### src/rtl/alu_pkg.sv
// alu_pkg: shared definitions for the sequential ALU.
//   - opcode_e : operation codes carried on the 3-bit opcode field
//   - FLAG_*   : bit positions inside the 4-bit flag word {V,N,C,Z}
//   - ST_*     : controller state encodings
package alu_pkg;

  typedef enum logic [2:0] {
    OP_ADD  = 3'd0,
    OP_SUB  = 3'd1,
    OP_MUL  = 3'd2,
    OP_AND  = 3'd3,
    OP_OR   = 3'd4,
    OP_XOR  = 3'd5,
    OP_NOT  = 3'd6,
    OP_PASS = 3'd7
  } opcode_e;

  localparam int FLAG_Z = 0;
  localparam int FLAG_C = 1;
  localparam int FLAG_N = 2;
  localparam int FLAG_V = 3;

  localparam logic [1:0] ST_IDLE = 2'd0;
  localparam logic [1:0] ST_MUL  = 2'd1;
  localparam logic [1:0] ST_DONE = 2'd2;

endpackage

### src/rtl/alu_seq_if.sv
// alu_seq_if: operand/result handshake bundle of the sequential ALU.
//   in_valid/in_ready/in1/in2/opcode    : operation input port
//   out_valid/out_ready/data_out/flag_out : result output port
//   busy                                : multiplier iterating
// Modports: master = producer/consumer side, slave = ALU side.
interface alu_seq_if #(
  parameter int WIDTH = 8
);
  logic             in_valid;
  logic             in_ready;
  logic [WIDTH-1:0] in1;
  logic [WIDTH-1:0] in2;
  logic [2:0]       opcode;
  logic             out_valid;
  logic             out_ready;
  logic [WIDTH-1:0] data_out;
  logic [3:0]       flag_out;
  logic             busy;

  modport master (
    output in_valid, in1, in2, opcode, out_ready,
    input  in_ready, out_valid, data_out, flag_out, busy
  );

  modport slave (
    input  in_valid, in1, in2, opcode, out_ready,
    output in_ready, out_valid, data_out, flag_out, busy
  );
endinterface

### src/rtl/alu_mul_iter.sv
// alu_mul_iter: iterative shift-add multiplier, one multiplier bit per cycle.
//   clk, rst_n : clock, asynchronous active-low reset (aborts a run)
//   start      : latch a/b, clear accumulator and bit counter
//   a, b       : multiplicand, multiplier
//   done       : high in the cycle the final bit is being consumed
//   product    : 2*WIDTH-bit product, valid while done is high
module alu_mul_iter #(
  parameter int WIDTH = 8
) (
  input  logic               clk,
  input  logic               rst_n,
  input  logic               start,
  input  logic [WIDTH-1:0]   a,
  input  logic [WIDTH-1:0]   b,
  output logic               done,
  output logic [2*WIDTH-1:0] product
);
  localparam int CW = $clog2(WIDTH);

  logic [2*WIDTH-1:0] mcand;
  logic [WIDTH-1:0]   mplier;
  logic [2*WIDTH-1:0] acc;
  logic [2*WIDTH-1:0] acc_next;
  logic [CW-1:0]      cnt;
  logic               run;

  assign acc_next = acc + (mplier[0] ? mcand : '0);

  // Product is presented combinationally on the last step so the parent can
  // register it in the same edge that retires the final multiplier bit.
  assign done    = run && (cnt == CW'(WIDTH - 1));
  assign product = acc_next;

  always_ff @(posedge clk or negedge rst_n) begin
    if (!rst_n) begin
      mcand  <= '0;
      mplier <= '0;
      acc    <= '0;
      cnt    <= '0;
      run    <= 1'b0;
    end else if (start) begin
      mcand  <= {{WIDTH{1'b0}}, a};
      mplier <= b;
      acc    <= '0;
      cnt    <= '0;
      run    <= 1'b1;
    end else if (run) begin
      acc    <= acc_next;
      mcand  <= mcand << 1;
      mplier <= mplier >> 1;
      cnt    <= cnt + 1'b1;
      if (done) run <= 1'b0;
    end
  end
endmodule

### src/rtl/alu_seq.sv
// alu_seq: handshaked ALU. Single-cycle ADD/SUB/logic ops, iterative MUL.
//   clk, rst_n : clock, asynchronous active-low reset
//   bus        : alu_seq_if.slave (operation in, registered result + flags out,
//                busy while multiplying)
// Flags are {V,N,C,Z}; PASS re-emits the previous result and flags.
module alu_seq
  import alu_pkg::*;
#(
  parameter int WIDTH = 8
) (
  input logic      clk,
  input logic      rst_n,
  alu_seq_if.slave bus
);
  logic [1:0]         state;
  logic               accept;
  logic               is_mul;
  logic               mul_done;
  logic [2*WIDTH-1:0] mul_product;

  function automatic logic [3:0] pack_flags(input logic v, input logic n,
                                            input logic c, input logic z);
    logic [3:0] f;
    f         = '0;
    f[FLAG_V] = v;
    f[FLAG_N] = n;
    f[FLAG_C] = c;
    f[FLAG_Z] = z;
    return f;
  endfunction

  // Returns {flags, result} for every non-MUL opcode.
  function automatic logic [WIDTH+3:0] alu_eval(
    input logic [2:0]       op,
    input logic [WIDTH-1:0] a,
    input logic [WIDTH-1:0] b,
    input logic [WIDTH-1:0] prev_d,
    input logic [3:0]       prev_f
  );
    logic [WIDTH:0]   ext;
    logic [WIDTH-1:0] r;
    logic             c;
    logic             v;
    ext = '0;
    r   = '0;
    c   = 1'b0;
    v   = 1'b0;
    case (op)
      OP_ADD: begin
        ext = {1'b0, a} + {1'b0, b};
        r   = ext[WIDTH-1:0];
        c   = ext[WIDTH];
        v   = (a[WIDTH-1] == b[WIDTH-1]) && (r[WIDTH-1] != a[WIDTH-1]);
      end
      OP_SUB: begin
        // Bit WIDTH of the extended difference is the unsigned borrow.
        ext = {1'b0, a} - {1'b0, b};
        r   = ext[WIDTH-1:0];
        c   = ext[WIDTH];
        v   = (a[WIDTH-1] != b[WIDTH-1]) && (r[WIDTH-1] != a[WIDTH-1]);
      end
      OP_AND: r = a & b;
      OP_OR:  r = a | b;
      OP_XOR: r = a ^ b;
      OP_NOT: r = ~a;
      default: return {prev_f, prev_d};
    endcase
    return {pack_flags(v, r[WIDTH-1], c, r == '0), r};
  endfunction

  assign is_mul       = (bus.opcode == OP_MUL);
  assign bus.in_ready = (state == ST_IDLE) || ((state == ST_DONE) && bus.out_ready);
  assign accept       = bus.in_valid && bus.in_ready;
  assign bus.out_valid = (state == ST_DONE);
  assign bus.busy      = (state == ST_MUL);

  alu_mul_iter #(.WIDTH(WIDTH)) u_mul (
    .clk     (clk),
    .rst_n   (rst_n),
    .start   (accept && is_mul),
    .a       (bus.in1),
    .b       (bus.in2),
    .done    (mul_done),
    .product (mul_product)
  );

  always_ff @(posedge clk or negedge rst_n) begin
    if (!rst_n) begin
      state        <= ST_IDLE;
      bus.data_out <= '0;
      bus.flag_out <= '0;
    end else begin
      case (state)
        ST_IDLE, ST_DONE: begin
          if (accept) begin
            if (is_mul) begin
              state <= ST_MUL;
            end else begin
              {bus.flag_out, bus.data_out} <= alu_eval(bus.opcode, bus.in1, bus.in2,
                                                       bus.data_out, bus.flag_out);
              state <= ST_DONE;
            end
          end else if ((state == ST_DONE) && bus.out_ready) begin
            state <= ST_IDLE;
          end
        end
        ST_MUL: begin
          if (mul_done) begin
            bus.data_out <= mul_product[WIDTH-1:0];
            bus.flag_out <= pack_flags(1'b0, mul_product[WIDTH-1],
                                       |mul_product[2*WIDTH-1:WIDTH],
                                       mul_product[WIDTH-1:0] == '0);
            state <= ST_DONE;
          end
        end
        default: state <= ST_IDLE;
      endcase
    end
  end
endmodule
### src/flat_wrapper.sv
// flat-port wrapper written by rule: the top's interface ports become plain ports
module alu_seq_flat import alu_pkg::*;
#(
  parameter int WIDTH = 8
)
  (clk, rst_n, bus_in_valid, bus_in1, bus_in2, bus_opcode, bus_out_ready, bus_in_ready, bus_out_valid, bus_data_out, bus_flag_out, bus_busy);
  alu_seq_if #(.WIDTH(WIDTH)) bus_i ();
  input logic clk;
  input logic rst_n;
  input wire logic [$bits(bus_i.in_valid)-1:0] bus_in_valid;
  input wire logic [$bits(bus_i.in1)-1:0] bus_in1;
  input wire logic [$bits(bus_i.in2)-1:0] bus_in2;
  input wire logic [$bits(bus_i.opcode)-1:0] bus_opcode;
  input wire logic [$bits(bus_i.out_ready)-1:0] bus_out_ready;
  output wire logic [$bits(bus_i.in_ready)-1:0] bus_in_ready;
  output wire logic [$bits(bus_i.out_valid)-1:0] bus_out_valid;
  output wire logic [$bits(bus_i.data_out)-1:0] bus_data_out;
  output wire logic [$bits(bus_i.flag_out)-1:0] bus_flag_out;
  output wire logic [$bits(bus_i.busy)-1:0] bus_busy;
  assign bus_i.in_valid = bus_in_valid;
  assign bus_i.in1 = bus_in1;
  assign bus_i.in2 = bus_in2;
  assign bus_i.opcode = bus_opcode;
  assign bus_i.out_ready = bus_out_ready;
  assign bus_in_ready = bus_i.in_ready;
  assign bus_out_valid = bus_i.out_valid;
  assign bus_data_out = bus_i.data_out;
  assign bus_flag_out = bus_i.flag_out;
  assign bus_busy = bus_i.busy;
  alu_seq #(.WIDTH(WIDTH)) u_core (.clk(clk), .rst_n(rst_n), .bus(bus_i));
endmodule
### config.mk
export PLATFORM = sky130hd
export DESIGN_NAME = alu_seq_flat
export DESIGN_NICKNAME = d
export VERILOG_FILES = /design/src/rtl/alu_pkg.sv /design/src/rtl/alu_seq_if.sv /design/src/rtl/alu_mul_iter.sv /design/src/rtl/alu_seq.sv /design/src/flat_wrapper.sv
export SDC_FILE = /design/constraint.sdc
export NUM_CORES = 1
export LEC_CHECK = 0
export CORE_MARGIN = 1
export CORE_UTILIZATION = 30
export DETAILED_ROUTE_END_ITERATION = 6
export GPL_TIMING_DRIVEN = 0
export PLACE_DENSITY_LB_ADDON = 0.08
export SETUP_SLACK_MARGIN = 0.3
export SYNTH_ARGS = -nofsm -noshare
export SYNTH_HDL_FRONTEND = slang
export SYNTH_HIERARCHICAL = 1
export SYNTH_SLANG_ARGS = --single-unit
### constraint.sdc
create_clock -name clk -period 3.09 [get_ports clk]
set_input_delay 0.618 -clock clk [delete_from_list [all_inputs] [get_ports clk]]
set_output_delay 0.618 -clock clk [all_outputs]
set_load 0.01 [all_outputs]
==> metrics.yaml <==
critical_path.max_stage_delay_ps: 420
hold_class: "input port to async pin"
fmax_mhz: 341.5
wl_met2_um: 6760
drt-vias-per-instance: 5.181
antenna_cells: 0
cap_violations: 0
p_per_area_nw_per_um2: 694.1
synth_seq_cells: 57
finalPower_uw: 4288
ir_drop_uv: 283.8
highest_layer: "met4"
crit_required_ps: 3300
critPathKind: "flip-flop to flip-flop"
end_kind: "flip-flop"
slowest_stage: "dfrtp_2"
tightest_slew_ps: 803.9
syn_inst: 578
wl_met1_um: 7451
io_pins: 38
synth.avg_cell_area_um2: 8.458
final_common_cell: "nor2_1"
finalClockSkew_ps: 5.835
ys_seq_area_share_pct: 29.18
clockBufferDepth: 2
max_slew_margin_pct: 46.29
clkLatencyLatePin_ps: 330
grt_overflow: 0
hold_buffers: 0
numCtsBuffers: 9
clkSlewWorstSetupHoldPaths_ps: 50
syn-num-nets: 646
synth_warnings: 6
swShare_pct: 40.65
dieWidth_um: 129.7
post-route-min-period_ps: 2928
instances_no_fill: 862
root_buffer: "clkbuf_16"
min_period_over_period_pct: 94.77
wirelength_um: 14940
fp.dieArea_um2: 16810
route.detailed.drc: 0
grt_pass1_vias: 4321
antenna_found_initial: 0
synthFlopType: "dfrtp_1"
drt_iter0_drc: 208
synth_edf_count: 0
wl_per_cell_um: 17.34
start_util_pct: 30.77
outcome: "finished, final reports clean"
die_h_um: 129.7
seq_power_share_pct: 28.2
clkPwrFrac_pct: 21.1
arrival_ps: 3140
grt_pass1_wl_um: 23400
p_int_uw: 2545
netlist_area_um2: 4888
gr-usage-all-layers_pct: 18.48
setup_viol: 0
place_inst: 830
h-tree-depth: 3
synth.area.top_cells: "dfrtp_1 29%, ha_1 11%, mux2i_1 7.0%"
cts_tree: "done"
switchingPower_uw: 1743
pwr-share-comb_pct: 50.7
gp_congestion: 0.8614
hold_viol_final: 0
nets: 709
core_area_um2: 15890
place_area_um2: 5520
port_buffers: 36
std_cell_rows: 46
area_delta_synth_final_pct: 26.36
ant_nets: 0
num_vias: 4466
tns_ps: 0
synth_area_leader_cell: "dfrtp_1"
cts_sinks: 57
final_area_um2: 6177
crit_fanout: 7
grt_max_degree: 58
drtPass1Iterations: 5
cp_cell_sequence: "buf_8 -> and2_4 -> ha_4 -> fa_2 -> a21oi_4 -> o211ai_1 -> a31oi_4 -> a21oi_2 -> xor2_1 -> nor4_2 -> a31oi_1 -> a22o_1"
place_hpwl_um: 11360
synth.distinct_cells: 65
yosysTopAreaCellShare_pct: 29.18
drv_slew: 0
drive_gt1_share_pct: 19.35
async_reset_ff_share_pct: 100.0
wl_met3_um: 610
holdWs_ps: 349.5
rsz0062_at_grt: "true"
p_leak_uw: 0.002768
cp-start-kind: "flip-flop"
layout_common_cells: "58 x nor2_1, 56 x dfrtp_1, 55 x nand2_1"
==> synthesized netlist by cell type, types with 5 or more instances <==
master and number:
nor3b_1 5, o21ai_0 44, nor2_1 59, o31ai_1 8, dfrtp_1 57, nor3_1 10, and2_1 17, clkbuf_1 16
buf_2 9, xor2_1 9, nand2b_1 10, nor4_1 5, a31oi_1 5, ha_1 42, inv_1 34, a22o_1 5
mux2i_1 34, xnor2_1 7, a21oi_1 27, o21ai_1 5, nor2b_1 13, a21o_1 7, nand2_1 55, nand3_1 5
==> metrics by stage <==
step                util, %  worst slack, ps
floorplan                 -            302.2
global placement      34.77           -656.3
detailed placement    34.75           -609.4
CTS                   37.65            103.5
global route          38.89            44.30
finish                38.89            161.7
==> path summary, 6_finish.rpt <==
path,startpoint,to,slack (ps),cells after the start
max reg2reg,u_core/u_mul/mplier[0]$_DFFE_PN0P_,u_core/bus.flag_out[1]$_DFFE_PN0P_,160,12
min in group clk,u_core/bus.data_out[3]$_DFFE_PN0P_,u_core/bus.data_out[3]$_DFFE_PN0P_,480,1
max in group asynchronous,rst_n,u_core/u_mul/mplier[0]$_DFFE_PN0P_,2170,1
max,u_core/u_mul/mplier[0]$_DFFE_PN0P_,u_core/bus.flag_out[1]$_DFFE_PN0P_,160,12
min reg2reg,u_core/bus.data_out[3]$_DFFE_PN0P_,u_core/bus.data_out[3]$_DFFE_PN0P_,480,1
min,rst_n,u_core/u_mul/acc[14]$_DFFE_PN0P_,350,1
==> worst max-delay path: cells and delay by family, from the launching register on <==
kind,cells,cell delay (ps)
AO/OA/AOI/OAI,6,1070
adder cells (fa/ha/maj),2,520
AND/OR/NAND/NOR,2,500
flip-flops,1,420
XOR/XNOR,1,160
buffers and inverters,1,140
==> cell families (layout without fill, tap and decap cells) <==
logic type / Yosys count / in the layout / share of synthesized area, %
simple gates: 201 / 201 / 20.40
compound gates: 157 / 157 / 21.94
buf+inv: 67 / 135 / 6.219
flops: 57 / 57 / 29.18
fa+ha+maj: 45 / 45 / 11.98
mux: 35 / 35 / 7.423
xor+xnor: 16 / 16 / 2.867
==> registers in the layout (all words and copies together) (netlist names) <==
signal and flops:
u_core/u_mul/acc 16, u_core/u_mul/mcand 16, u_core/bus.flag_out 4, u_core/u_mul/cnt 3, u_core/state 2, u_core/u_mul/mplier 8
u_core/u_mul/run 1, u_core/bus.data_out 7
==> layout make-up <==
type                       instances  area (um^2)
buffer                            33        206.4
clock buffer                      11        242.7
clock inverter                     5        31.28
fill                            1660         9708
inverter                          34        127.6
multi-input combinational        454         3431
sequential                        57         1428
tap                              216        270.3
timing repair buffer              52        440.4
==> power by group through the flow <==
stage	clock network (uW)	registers (uW)	logic, uW
floorplan	0	1170	1380
global placement	0	1210	1930
detailed placement	0	1210	1940
CTS	934	1200	2070
global route	956	1240	2390
finish	904	1210	2170
==> metal layers <==
| layer | track usage [%] | vias up |
|---|---|---|
| met5 | 0 | - |
| met4 | 3.557 | 0 |
| met3 | 3.179 | 9 |
| met2 | 29.07 | 105 |
| met1 | 26.51 | 2146 |
| li1 | - | 2206 |
==> repair_timing <==
| action | CTS | global route |
|---|---|---|
| cloned | 0 | 0 |
| setup buffers | 10 | 6 |
| pin swaps | 15 | 20 |
| resized for setup | 51 | 62 |
| endpoints found under the setup margin | 46 | 37 |
Power figures use the tool's default switching activity.
